==> config.mk <==
export PLATFORM = sky130hd
export DESIGN_NAME = uart_rx_endpoint
export DESIGN_NICKNAME = d
export VERILOG_FILES = /design/src/rtl/uart_rx_endpoint.sv
export SDC_FILE = /design/constraint.sdc
export NUM_CORES = 1
export LEC_CHECK = 0
export CORE_AREA = 5 5 71 105
export CTS_CLUSTER_SIZE = 12
export DETAILED_ROUTE_END_ITERATION = 16
export DIE_AREA = 0 0 76 110
export PLACE_DENSITY = 0.67
export SETUP_SLACK_MARGIN = 0.4
export SLEW_MARGIN = 20
export SYNTH_ARGS = -nofsm -noshare
export SYNTH_HDL_FRONTEND = slang
export SYNTH_SLANG_ARGS = --single-unit
==> constraint.sdc <==
create_clock -name clk -period 3.3 [get_ports clk]
set_clock_uncertainty 0.05 [all_clocks]
set_input_delay 0.66 -clock clk [delete_from_list [all_inputs] [get_ports clk]]
set_output_delay 0.66 -clock clk [all_outputs]
set_load 0.01 [all_outputs]
==> src/rtl/uart_rx_endpoint.sv <==
// uart_rx_endpoint: 8N1 UART receiver with mid-bit sampling, stop-bit check,
// a first-word-fall-through byte FIFO drained over valid/ready, and sticky
// framing / overflow error flags.
module uart_rx_endpoint #(
    parameter int CLKS_PER_BIT = 16,
    parameter int FIFO_DEPTH   = 4
) (
    input  logic                               clk,
    input  logic                               rst_n,
    input  logic                               rx,
    output logic [7:0]                         m_data,
    output logic                               m_valid,
    input  logic                               m_ready,
    output logic [$clog2(FIFO_DEPTH+1)-1:0]    fifo_level,
    output logic                               frame_err,
    output logic                               overflow,
    input  logic                               err_clr,
    output logic                               busy
);

    localparam int CW = $clog2(CLKS_PER_BIT);
    localparam int LW = $clog2(FIFO_DEPTH + 1);
    localparam int PW = $clog2(FIFO_DEPTH);

    localparam logic [CW-1:0] CNT_FULL = CW'(CLKS_PER_BIT - 1);
    localparam logic [CW-1:0] CNT_HALF = CW'(CLKS_PER_BIT / 2 - 1);
    localparam logic [LW-1:0] DEPTH_L  = LW'(FIFO_DEPTH);

    typedef enum logic [2:0] {
        IDLE,
        START,
        DATA,
        STOP,
        BREAK
    } state_t;

    state_t          state_q, state_d;
    logic [CW-1:0]   cnt_q, cnt_d;
    logic [2:0]      idx_q, idx_d;
    logic [7:0]      shift_q, shift_d;
    logic            rx_meta_q, rx_meta_d;
    logic            rx_s_q, rx_s_d;

    logic [7:0]      mem_q [FIFO_DEPTH];
    logic [7:0]      mem_d [FIFO_DEPTH];
    logic [PW-1:0]   wr_ptr_q, wr_ptr_d;
    logic [PW-1:0]   rd_ptr_q, rd_ptr_d;
    logic [LW-1:0]   level_q, level_d;
    logic            frame_err_q, frame_err_d;
    logic            overflow_q, overflow_d;

    logic            push_byte;
    logic            frame_set;
    logic            pop;
    logic            full;
    logic            wr_en;
    logic            ovf_set;

    // All state lives here; the line idles high so the synchroniser resets to 1.
    always_ff @(posedge clk or negedge rst_n) begin
        if (!rst_n) begin
            state_q     <= IDLE;
            cnt_q       <= '0;
            idx_q       <= '0;
            shift_q     <= '0;
            rx_meta_q   <= 1'b1;
            rx_s_q      <= 1'b1;
            wr_ptr_q    <= '0;
            rd_ptr_q    <= '0;
            level_q     <= '0;
            frame_err_q <= 1'b0;
            overflow_q  <= 1'b0;
            for (int i = 0; i < FIFO_DEPTH; i++) begin
                mem_q[i] <= '0;
            end
        end else begin
            state_q     <= state_d;
            cnt_q       <= cnt_d;
            idx_q       <= idx_d;
            shift_q     <= shift_d;
            rx_meta_q   <= rx_meta_d;
            rx_s_q      <= rx_s_d;
            wr_ptr_q    <= wr_ptr_d;
            rd_ptr_q    <= rd_ptr_d;
            level_q     <= level_d;
            frame_err_q <= frame_err_d;
            overflow_q  <= overflow_d;
            for (int i = 0; i < FIFO_DEPTH; i++) begin
                mem_q[i] <= mem_d[i];
            end
        end
    end

    // Next-state logic: frame sequencing plus bit counter, bit index and shifter.
    always_comb begin
        rx_meta_d = rx;
        rx_s_d    = rx_meta_q;
        state_d   = state_q;
        cnt_d     = cnt_q;
        idx_d     = idx_q;
        shift_d   = shift_q;
        case (state_q)
            IDLE: begin
                cnt_d = '0;
                if (!rx_s_q) begin
                    state_d = START;
                end
            end
            START: begin
                if (cnt_q == CNT_HALF) begin
                    cnt_d = '0;
                    idx_d = '0;
                    state_d = rx_s_q ? IDLE : DATA;
                end else begin
                    cnt_d = cnt_q + 1'b1;
                end
            end
            DATA: begin
                if (cnt_q == CNT_FULL) begin
                    cnt_d   = '0;
                    shift_d = {rx_s_q, shift_q[7:1]};
                    if (idx_q == 3'd7) begin
                        state_d = STOP;
                    end else begin
                        idx_d = idx_q + 1'b1;
                    end
                end else begin
                    cnt_d = cnt_q + 1'b1;
                end
            end
            STOP: begin
                if (cnt_q == CNT_FULL) begin
                    cnt_d   = '0;
                    state_d = rx_s_q ? IDLE : BREAK;
                end else begin
                    cnt_d = cnt_q + 1'b1;
                end
            end
            BREAK: begin
                cnt_d = '0;
                if (rx_s_q) begin
                    state_d = IDLE;
                end
            end
            default: begin
                state_d = IDLE;
                cnt_d   = '0;
            end
        endcase
    end

    // FSM outputs: the stop-bit sample either delivers the byte or flags a framing error.
    always_comb begin
        push_byte = 1'b0;
        frame_set = 1'b0;
        busy      = (state_q != IDLE);
        if (state_q == STOP && cnt_q == CNT_FULL) begin
            push_byte = rx_s_q;
            frame_set = !rx_s_q;
        end
    end

    // FIFO bookkeeping: a push into a full FIFO is only accepted if a pop frees a slot the same edge.
    always_comb begin
        pop     = m_valid && m_ready;
        full    = (level_q == DEPTH_L);
        wr_en   = push_byte && (!full || pop);
        ovf_set = push_byte && full && !pop;

        for (int i = 0; i < FIFO_DEPTH; i++) begin
            mem_d[i] = mem_q[i];
        end
        if (wr_en) begin
            mem_d[wr_ptr_q] = shift_q;
        end

        wr_ptr_d = wr_en ? wr_ptr_q + 1'b1 : wr_ptr_q;
        rd_ptr_d = pop ? rd_ptr_q + 1'b1 : rd_ptr_q;

        level_d = level_q;
        if (wr_en && !pop) begin
            level_d = level_q + 1'b1;
        end else if (!wr_en && pop) begin
            level_d = level_q - 1'b1;
        end

        frame_err_d = (frame_err_q && !err_clr) || frame_set;
        overflow_d  = (overflow_q && !err_clr) || ovf_set;
    end

    // Consumer-facing outputs: head entry shown whenever the FIFO is non-empty.
    always_comb begin
        m_valid    = (level_q != '0);
        m_data     = m_valid ? mem_q[rd_ptr_q] : 8'h00;
        fifo_level = level_q;
        frame_err  = frame_err_q;
        overflow   = overflow_q;
    end

endmodule

==> out/summary.txt <==
synth unique cells: 30
Pwr Total: 1.86 mW
Fmax: 362 MHz
switching power: 509 uW
number of global-route vias before repair: 1668
final wirelength: 4.74 mm
placed wire-length estimate: 3.26 mm
later-pin clock latency in the skew report: 0.33 ns
sequential fraction of the synthesis area: 55.2%
Combinational Power Share: 15.3%
Synth top cells by count: dfrtp_1 (59), mux2_2 (44), nor2_1 (12), and2_1 (9)
initial antenna violation count: 0
Final nets: 238
share of layout cells above drive strength 1: 35.4%
crit path capture type: output pin
CP Launch Type: flip-flop
routability cong.: 0.714
FFs w/ async S/R, synth: 100%
DRT iter0 DRCs: 57
GRT overflow: 0
part of the power in registers: 50.1%
clock share of power: 34.6%
all-layer global routing usage: 12.9%
layer with the highest usage: met2
Port Buffers: 19
row count: 36
Final setup viols: 0
CTS Hold Bufs: 0
post-route minimum period: 2.76 ns
Leak: 1.57 nW
Cell Area, Synth: 2770 um2
count leader, synth: dfrtp_1
Antenna Nets Post-Route: 0
die area: 8360 um2
Worst Path Arrival: 2.05 ns
final core utilization: 50.6%
Num CTS Buffers: 9
Avg WL per Cell: 15.6 um
clock tree from TritonCTS: built
die width: 76 um
R2R Setup Slk: 0.89 ns
# IOs: 20
CTS sink count: 61
diode count: 0
top cells by area, synth: dfrtp_1 (53%), mux2_2 (18%), mux4_2 (6.5%), ha_1 (3.6%), and2_1 (2.0%)
Pre-Repair DR Iteration Count: 4
Max Cap Violations: 0
Int Pwr: 1.35 mW
Slew HR: 49.9%
type of the worst min-delay path: flip-flop to flip-flop
RSZ-0062 raised after global routing: false
syn avg cell area: 14.2 um2
DRC: 0
Top FF cell, synth: dfrtp_1
Switching Fraction: 27.4%
core footprint: 6440 um2
CTS Root Cell: clkbuf_8
Final Max Tran Viols: 0
Tightest Pin Transition: 0.752 ns
post-synth top area share: 53.3%
P&R area growth vs syn: 17.8%
Yosys warning total: 0
first-pass GRT wire length: 8.12 mm
WS Path Type: flip-flop to output pin
status: completed
synthesized flop and latch total: 61
Post-CTS Setup Repair Bufs: 0
Initial Utilization: 43.0%
grt met2 use: 21.6%
Cells after Synth: 195
CP max stage cell: dfrtp_4
CTS H-Tree Depth: 3
CTS Buffer Depth: 2
largest stage delay on the critical path: 0.55 ns
Final period util: 83.7%
Net Count, Synth: 209
Post-synth EDFFs: 0
clock slew at reported path FFs: 0.07 ns
worst vdd ir: 290 uV
WP data required: 2.59 ns
pwr/cell area: 570 nW/um2
die height: 110 um
post-DR vias/cell: 5.24
Global Route met1 Usage: 14.6%
largest net degree at the start of global routing: 35
Fin Setup TNS: 0 ns
CP max FO: 9
Vias: 1597
Final Hold Slack: 0.308 ns
cell accounting for the most synthesized area: dfrtp_1
CP Cell Sequence: mux4_2 > and2_1 > clkdlybuf4s50_1
final number of hold-violating endpoints: 0
met3 usage: 4.15%
kinds of logic (layout without fill, tap and decap cells):
kind of cell    Yosys count  after routing  share of synthesized area, %
xor+xnor                  9              9                          2.85
compound gates            5              5                          1.22
flops                    61             61                          55.2
fa+ha+maj                 9              9                          4.34
buf+inv                  11             45                          1.49
simple gates             45             45                          9.31
mux                      55             55                          25.5
state kept, by name, summed over array words and instances (netlist names):
name / flops
state_q: 3
fifo_level: 3
cnt_q: 4
frame_err: 1
overflow: 1
idx_q: 3
rd_ptr_q: 2
rx_meta_q: 1
wr_ptr_q: 2
mem_q: 32
rx_s_q: 1
shift_q: 8
critical path, delay by kind of cell (launching register included):
kind | cells | cell delay, ns
muxes | 1 | 0.53
DFF | 1 | 0.55
and+or+nand+nor | 1 | 0.17
buffers and inverters | 1 | 0.47
routing by layer:
| metal | wire length, um | share of wire, % |
|---|---|---|
| met1 | 2000 | 42 |
| met2 | 2490 | 52 |
| met3 | 170 | 3.6 |
| met4 | 91 | 1.9 |
| met5 | 0 | 0 |
cells in the final DEF, fill, tap and decap left out, types with 3 or more instances in the layout:
master            n
nand2_1           4
xor2_1            3
mux4_2            8
mux2_2           44
nand3_1           3
inv_1             5
nor3_1            3
dfrtp_1          58
ha_1              8
xnor2_1           6
clkdlybuf4s50_1  18
nand2_2           4
clkbuf_8         10
and2_1            9
buf_4             5
nor2_1           12
power groups by stage:
stage / Clock [mW] / Combinational [mW] / Sequential (mW)
after floorplan: 0 / 0.226 / 0.869
after global placement: 0 / 0.288 / 0.940
after detailed placement: 0 / 0.295 / 0.945
after CTS: 0.670 / 0.294 / 0.934
after global routing: 0.702 / 0.321 / 0.951
final: 0.642 / 0.285 / 0.931
final timing paths:
check / start / end / cells after the start
max in group asynchronous: rst_n / rx_meta_q / 2
worst min-delay path: rx_meta_q / rx_s_q / 0
worst max-delay path: rd_ptr_q[0] / m_data[7] / 3
min in group asynchronous: rst_n / mem_q[24] / 1
worst max register to register: cnt_q[0] / fifo_level[2] / 9
worst min register to register: rx_meta_q / rx_s_q / 0
repair_timing:
item	4_1_cts	5_1_grt
resized for setup	1	1
endpoints found under the setup margin	8	2
cloned	0	0
per-stage QoR:
stage	setup WS, ns	std cells	cell area [um2]
after floorplan	0.785	195	2770
after global placement	0.480	289	3060
after detailed placement	0.439	289	3060
after CTS	0.435	305	3260
after global routing	0.449	305	3260
final	0.539	305	3260
layout make-up:
class | count | area (um2)
Tap cell | 76 | 95.1
Fill cell | 571 | 3180
Timing Repair Buffer | 24 | 223
Clock inverter | 4 | 47.5
Multi-Input combinational cell | 123 | 1200
Inverter | 5 | 18.8
Sequential cell | 61 | 1530
Clock buffer | 12 | 145
No activity file was read; power rests on OpenSTA's default activity.
